**config.mk**
```make
export PLATFORM = sky130hd
export DESIGN_NAME = fc_layer_engine
export DESIGN_NICKNAME = d
export VERILOG_FILES = /design/src/rtl/fc_layer_engine.sv
export SDC_FILE = /design/constraint.sdc
export NUM_CORES = 1
export LEC_CHECK = 0
export ABC_AREA = 1
export CORE_MARGIN = 1
export CORE_UTILIZATION = 35
export CTS_BUF_LIST = sky130_fd_sc_hd__clkbuf_16
export CTS_CLUSTER_DIAMETER = 100
export DETAILED_ROUTE_END_ITERATION = 7
export SLEW_MARGIN = 15
export SYNTH_ARGS = -nofsm -noshare
export SYNTH_HDL_FRONTEND = slang
export SYNTH_SLANG_ARGS = --single-unit
```
**constraint.sdc**
```tcl
create_clock -name clk -period 4.7 [get_ports clk]
set_input_delay 0.47 -clock clk [delete_from_list [all_inputs] [get_ports clk]]
set_output_delay 0.47 -clock clk [all_outputs]
set_load 0.005 [all_outputs]
```
**src/rtl/fc_layer_engine.sv**
```systemverilog
`default_nettype none
// ============================================================================
// Module      : fc_layer_engine
// Description : Fully-connected neural-network layer engine. Computes, for
//               each of N_OUT neurons, the dot product of N_IN signed 8-bit
//               activations with N_IN signed 8-bit weights, adds a shifted
//               bias, arithmetically right-shifts, saturates to 8 bits and
//               writes the byte back into activation memory.
//
//               Weight memory layout per neuron j (N_IN+1 bytes each):
//                 W_BASE + j*(N_IN+1) + 0 .. N_IN-1 : weights
//                 W_BASE + j*(N_IN+1) + N_IN        : bias
//               Because the neuron blocks are contiguous, the weight address
//               simply keeps incrementing across the whole layer.
//
// Ports       : clk, reset            - clock, synchronous active-high reset
//               ready / done          - start level / four-phase completion
//               state                 - current FSM state code
//               act_*                 - activation memory (read inputs,
//                                       write results)
//               wgt_*                 - weight/bias memory (read only)
//
// Config      : FC_LAYER_RELU_EN defined   -> result clamped to 0..127
//               FC_LAYER_RELU_EN undefined -> result clamped to -128..127
//
// Revision    : 1.0 - initial release
// ============================================================================
module fc_layer_engine #(
    parameter int ADDR_W     = 16,
    parameter int N_IN       = 784,
    parameter int N_OUT      = 100,
    parameter int IN_BASE    = 0,
    parameter int OUT_BASE   = 1024,
    parameter int W_BASE     = 0,
    parameter int BIAS_SHIFT = 0,
    parameter int OUT_SHIFT  = 7
) (
    input  logic              clk,
    input  logic              reset,
    input  logic              ready,
    output logic              done,
    output logic [3:0]        state,
    output logic [ADDR_W-1:0] act_address,
    output logic              act_chipselect,
    output logic              act_clken,
    output logic              act_write,
    output logic [7:0]        act_writedata,
    input  logic [7:0]        act_readdata,
    output logic [ADDR_W-1:0] wgt_address,
    output logic              wgt_chipselect,
    output logic              wgt_clken,
    output logic              wgt_write,
    input  logic [7:0]        wgt_readdata
);

    localparam int CNT_W = 16;

    localparam logic [CNT_W-1:0]  LAST_I    = CNT_W'(N_IN);
    localparam logic [CNT_W-1:0]  LAST_ACT  = CNT_W'(N_IN - 1);
    localparam logic [CNT_W-1:0]  LAST_J    = CNT_W'(N_OUT - 1);
    localparam logic [CNT_W-1:0]  CNT_ONE   = CNT_W'(1);
    localparam logic [ADDR_W-1:0] ADDR_ONE  = ADDR_W'(1);
    localparam logic [ADDR_W-1:0] IN_BASE_A = ADDR_W'(IN_BASE);
    localparam logic [ADDR_W-1:0] OUT_BASE_A = ADDR_W'(OUT_BASE);
    localparam logic [ADDR_W-1:0] W_BASE_A  = ADDR_W'(W_BASE);

    typedef enum logic [3:0] {
        IDLE  = 4'd0,
        ISSUE = 4'd1,
        DRAIN = 4'd2,
        WRITE = 4'd3,
        DONE  = 4'd4
    } state_t;

    state_t             st;
    logic [CNT_W-1:0]   in_idx;
    logic [CNT_W-1:0]   out_idx;
    logic [1:0]         drain_cnt;

    // Datapath pipeline: read beat -> captured operands -> product -> acc.
    logic               rd_v, rd_b;
    logic               cap_v, cap_b;
    logic signed [7:0]  cap_a, cap_w;
    logic               prod_v;
    logic signed [31:0] prod;
    logic signed [31:0] acc;

    logic signed [15:0] mult;
    logic signed [31:0] bias_ext;
    logic signed [31:0] acc_next;
    logic signed [31:0] shifted;
    logic [7:0]         sat_byte;

    assign state     = st;
    assign wgt_write = 1'b0;

    always_comb begin
        mult     = cap_a * cap_w;
        bias_ext = {{24{cap_w[7]}}, cap_w} <<< BIAS_SHIFT;
        // acc_next is the value acc takes at the coming edge; the result
        // byte is registered from it so it is ready on entry to WRITE.
        acc_next = prod_v ? (acc + prod) : acc;
        shifted  = acc_next >>> OUT_SHIFT;
`ifdef FC_LAYER_RELU_EN
        if (shifted > 32'sd127)
            sat_byte = 8'h7F;
        else if (shifted < 32'sd0)
            sat_byte = 8'h00;
        else
            sat_byte = shifted[7:0];
`else
        if (shifted > 32'sd127)
            sat_byte = 8'h7F;
        else if (shifted < -32'sd128)
            sat_byte = 8'h80;
        else
            sat_byte = shifted[7:0];
`endif
    end

    // Arithmetic pipeline. The bias beat (last ISSUE cycle) is tagged so its
    // weight byte is sign-extended and shifted instead of multiplied.
    always_ff @(posedge clk) begin
        if (reset) begin
            rd_v   <= 1'b0;
            rd_b   <= 1'b0;
            cap_v  <= 1'b0;
            cap_b  <= 1'b0;
            cap_a  <= '0;
            cap_w  <= '0;
            prod_v <= 1'b0;
            prod   <= '0;
            acc    <= '0;
        end else begin
            rd_v   <= (st == ISSUE);
            rd_b   <= (st == ISSUE) && (in_idx == LAST_I);
            cap_v  <= rd_v;
            cap_b  <= rd_b;
            cap_a  <= act_readdata;
            cap_w  <= wgt_readdata;
            prod_v <= cap_v;
            prod   <= cap_b ? bias_ext : {{16{mult[15]}}, mult};
            // Each neuron starts from zero; the pipeline is empty in these states.
            if (st == WRITE || st == IDLE)
                acc <= '0;
            else
                acc <= acc_next;
        end
    end

    // Control FSM with registered memory-interface outputs.
    always_ff @(posedge clk) begin
        if (reset) begin
            st             <= IDLE;
            in_idx         <= '0;
            out_idx        <= '0;
            drain_cnt      <= '0;
            done           <= 1'b0;
            act_address    <= '0;
            act_chipselect <= 1'b0;
            act_clken      <= 1'b0;
            act_write      <= 1'b0;
            act_writedata  <= '0;
            wgt_address    <= '0;
            wgt_chipselect <= 1'b0;
            wgt_clken      <= 1'b0;
        end else begin
            act_clken <= 1'b1;
            wgt_clken <= 1'b1;
            case (st)
                IDLE: begin
                    done <= 1'b0;
                    if (ready) begin
                        st             <= ISSUE;
                        in_idx         <= '0;
                        out_idx        <= '0;
                        act_address    <= IN_BASE_A;
                        act_chipselect <= 1'b1;
                        wgt_address    <= W_BASE_A;
                        wgt_chipselect <= 1'b1;
                    end
                end
                ISSUE: begin
                    if (in_idx == LAST_I) begin
                        st             <= DRAIN;
                        drain_cnt      <= '0;
                        act_chipselect <= 1'b0;
                        wgt_chipselect <= 1'b0;
                    end else begin
                        in_idx      <= in_idx + CNT_ONE;
                        wgt_address <= wgt_address + ADDR_ONE;
                        // Next beat is the bias read: activation side goes quiet.
                        if (in_idx == LAST_ACT) begin
                            act_chipselect <= 1'b0;
                            act_address    <= '0;
                        end else begin
                            act_address <= act_address + ADDR_ONE;
                        end
                    end
                end
                DRAIN: begin
                    if (drain_cnt == 2'd2) begin
                        st             <= WRITE;
                        act_address    <= OUT_BASE_A + ADDR_W'(out_idx);
                        act_chipselect <= 1'b1;
                        act_write      <= 1'b1;
                        act_writedata  <= sat_byte;
                    end else begin
                        drain_cnt <= drain_cnt + 2'd1;
                    end
                end
                WRITE: begin
                    act_write <= 1'b0;
                    out_idx   <= out_idx + CNT_ONE;
                    if (out_idx == LAST_J) begin
                        st             <= DONE;
                        done           <= 1'b1;
                        act_chipselect <= 1'b0;
                        act_address    <= '0;
                        wgt_address    <= '0;
                    end else begin
                        st             <= ISSUE;
                        in_idx         <= '0;
                        act_address    <= IN_BASE_A;
                        act_chipselect <= 1'b1;
                        // Next neuron's block starts right after this bias.
                        wgt_address    <= wgt_address + ADDR_ONE;
                        wgt_chipselect <= 1'b1;
                    end
                end
                DONE: begin
                    if (!ready) begin
                        st   <= IDLE;
                        done <= 1'b0;
                    end
                end
                default: begin
                    st   <= IDLE;
                    done <= 1'b0;
                end
            endcase
        end
    end

endmodule
`default_nettype wire

```
==> results.sh <==
export IMPL_outcome="completed"
export IMPL_cts_inserted_buffers=17
export IMPL_max_slew_margin_rel_pct=35.2
export IMPL_critPathKind="flip-flop to flip-flop"
export IMPL_fp_coreArea_um2=32600
export IMPL_post_dp_hpwl_mm=22.8
export IMPL_achievable_frequency_mhz=225
export IMPL_timing_hold_worst_start="cap_v"
export IMPL_final_hold_violation_count=0
export IMPL_detail_route_drc_violations=0
export IMPL_post_synth_num_cell_types=56
export IMPL_via_per_inst=4.77
export IMPL_design_portCount=70
export IMPL_gr_total_overflow=0
export IMPL_cts_root_to_sink_buffers=2
export IMPL_die_height_um=184
export IMPL_cp_end_kind="flip-flop"
export IMPL_power_share_sequential_pct=34.4
export IMPL_htreeDepth=4
export IMPL_power_mw=4.44
export IMPL_cts_hold_buffers=0
export IMPL_synth_cell_area_um2=11700
export IMPL_timing_hold_ws_ns=0.407
export IMPL_r2r_start="cap_a[4]"
export IMPL_logic_depth_of_the_worst_register_to_register_path=19
export IMPL_grt_use_total_pct=18.5
export IMPL_vdd_ir_drop_worst_mv=0.281
export IMPL_area_delta_synth_final_pct=16.6
export IMPL_rsz_0062_raised_after_global_routing="no"
export IMPL_number_of_warnings_issued_by_yosys=0
export IMPL_num_rows=66
export IMPL_r2r_end="prod[13]"
export IMPL_initial_core_util_pct=35.7
export IMPL_power_leakage_nw=6.41
export IMPL_cell_internal_pwr_mw=2.75
export IMPL_cts_tree="yes"
export IMPL_grt_pass1_vias=10604
export IMPL_hp_class="flip-flop to flip-flop"
export IMPL_dr_pass1_iters=5
export IMPL_die_w_um=184
export IMPL_gp_congestion=0.923
export IMPL_switching_power_mw=1.70
export IMPL_switching_part_of_the_total_power_pct=38.1
export IMPL_syn_inst=1729
export IMPL_synth_seq_area_share_pct=25.9
export IMPL_setup_viol_count_final=0
export IMPL_die_area_um2=34000
export IMPL_power_share_clock_pct=32.2
export IMPL_initial_antenna_violation_count=0
export IMPL_routed_wl_mm=29.7
export IMPL_grt_first_pass_wirelength_mm=50.7
export IMPL_cp_max_fanout=5
export IMPL_maxCapViolCount=0
export IMPL_worstSetupStartpointType="flip-flop"
export IMPL_hold_path_endpoint="prod_v"
export IMPL_worstPathRequired_ns=4.99
export IMPL_cts_root_buf="clkbuf_16"
export IMPL_worst_ep_arrival_time_ns=4.74
export IMPL_num_vias=10744
export IMPL_final_max_slew_violation_count=0
export IMPL_antenna_cells=0
export IMPL_worst_pin_slew_ns=0.971
export IMPL_timing_clock_skew_ns=0.0137
export IMPL_rrSetupSlack_ns=0.26
export IMPL_largest_net_degree_at_the_start_of_global_routing=65
export IMPL_placement_io_buffers=67
export IMPL_setup_tns_ns=0
export IMPL_clock_insertion_delay_worst_skew_ns=0.44
export IMPL_hold_path_cell_count=2
export IMPL_final_nets=1942
export IMPL_cts_reportedPaths_clkPinSlew_ns=0.07
export IMPL_layout_worst_path_cycle_share_pct=94.5
export IMPL_wire_per_inst_um=13.2
export IMPL_per_instance_average_area_after_synthesis_um2=6.74
export IMPL_ys_ff_latch=151
export IMPL_minimum_period_implied_by_the_final_worst_setup_slack_ns=4.44
export IMPL_pwr_share_comb_pct=33.4
export IMPL_ant_nets=0
export IMPL_drive_above_1_share_pct=10.7
export IMPL_sink_count_of_the_clock_tree=151
export IMPL_detail_route_iter0_violations=682
export IMPL_power_per_cell_area_nw_per_um2=327
[worst max-delay path: stages (launching register included)]
cell and delay [ns]:
dfxtp_4 0.37, buf_4 0.15, nand2_1 0.06, inv_1 0.05, fa_1 0.48, fa_1 0.52
fa_1 0.54, inv_1 0.06, fa_1 0.52, inv_1 0.04, ha_1 0.34, nand2_1 0.10
nor2_1 0.16, a21oi_1 0.10, or2_2 0.29, nand2_1 0.06, a21oi_1 0.06, or2_2 0.27
nand3_1 0.07, a21oi_1 0.07
[metal layers]
metal | global-route usage (%) | part of all wire, % | vias to the layer above
met5 | 0 | 0 | -
li1 | - | - | 5514
met2 | 31.2 | 46 | 160
met1 | 24.2 | 49 | 5037
met3 | 3.16 | 3.4 | 33
met4 | 4.77 | 1.6 | 0
[logic make-up after synthesis]
group,synth area share (%)
AND/OR/NAND/NOR,30.4
buffers and inverters,12.9
AO/OA/AOI/OAI,11.2
flip-flops,25.9
adder cells (fa/ha/maj),16.9
XOR/XNOR,2.02
multiplexers,0.601
other,0.0322
[cell type report]
type | count | area, um2
clock buffers | 17 | 425
repair buffers | 95 | 876
clock inverters | 15 | 171
fillers | 3430 | 19000
flip-flops and latches | 151 | 3040
inverters | 350 | 1320
multi-input cells | 1184 | 7200
well taps | 442 | 553
[what timing repair did]
item,CTS,global route
endpoints found under the setup margin,1,5
pin swaps,3,12
buffers inserted,1,4
gates resized for setup,3,30
[synth_stat cells, drive strengths merged]
| library cell | number | area, um2 |
|---|---|---|
| o221ai | 3 | 26.3 |
| a221oi | 8 | 70.1 |
| xnor2 | 8 | 70.1 |
| a21boi | 1 | 7.51 |
| mux2i | 7 | 70.1 |
| nand4 | 14 | 87.6 |
| nand2 | 402 | 1580 |
| o21a | 3 | 22.5 |
| a22oi | 1 | 7.51 |
| o22ai | 5 | 31.3 |
| a211oi | 7 | 52.6 |
| inv | 347 | 1300 |
| a31oi | 7 | 43.8 |
| nor3 | 44 | 245 |
| buf | 11 | 58.8 |
| o311ai | 1 | 8.76 |
| nor3b | 5 | 37.5 |
| fa | 56 | 1120 |
| nor2 | 207 | 885 |
| nor4 | 3 | 25.0 |
| o21ai | 69 | 353 |
| o211ai | 3 | 22.5 |
| and3 | 2 | 12.5 |
| xor2 | 18 | 165 |
| ha | 68 | 851 |
| dfxtp | 151 | 3020 |
| clkinv | 3 | 11.3 |
| o21bai | 3 | 26.3 |
| nand3b | 4 | 30.0 |
| nand3 | 89 | 493 |
| a32o | 1 | 10.0 |
| or2 | 20 | 125 |
| conb | 1 | 3.75 |
| and2 | 3 | 21.3 |
| a21oi | 119 | 618 |
| clkbuf | 34 | 128 |
| a311oi | 1 | 8.76 |
[state kept, by name, summed over array words and instances, names as in the netlist, 3 cells and up]
signal / count
acc: 32
act_address: 16
act_writedata: 8
cap_a: 8
cap_w: 8
in_idx: 16
out_idx: 16
prod: 16
state: 3
wgt_address: 16
[power by group through the flow]
stage	combinational (mW)	sequential, mW	clock (mW)
2_1_floorplan	1.02	1.52	0
3_3_place_gp	1.44	1.55	0
3_5_place_dp	1.46	1.56	0
4_1_cts	1.48	1.53	1.47
5_1_grt	1.70	1.54	1.52
6_report	1.49	1.53	1.43
[metrics by stage]
stage	utilization, %	cells	cell area, um2	worst slack [ns]
final	41.6	2254	13600	0.258
after global routing	41.6	2254	13600	0.00192
after CTS	41.3	2250	13500	0.00917
after detailed placement	39.5	2217	12900	-0.0484
after global placement	39.5	2217	12900	-0.00239
after floorplan	-	1730	11700	0.0670
[worst max path at each step]
stage                        start        to  slack (ns)
after floorplan           cap_w[7]  prod[14]        0.07
after CTS                 cap_w[7]  prod[14]       0.009
after global routing      cap_w[7]  prod[13]       0.002
after global placement    cap_w[7]  prod[14]      -0.002
after detailed placement  cap_w[7]  prod[14]       -0.05
final                     cap_a[4]  prod[13]        0.26
[layout by cell type, fill, tap and decap left out, types with 25 or more instances in the layout]
cell / instances
o21ai_0: 63
nor3_1: 38
nor2_1: 179
clkdlybuf4s50_1: 66
buf_4: 28
nand2_1: 376
a21oi_1: 111
ha_1: 67
fa_1: 55
nand2_2: 25
inv_1: 329
nand3_1: 80
dfxtp_1: 141
No activity file was read; power rests on OpenSTA's default activity.
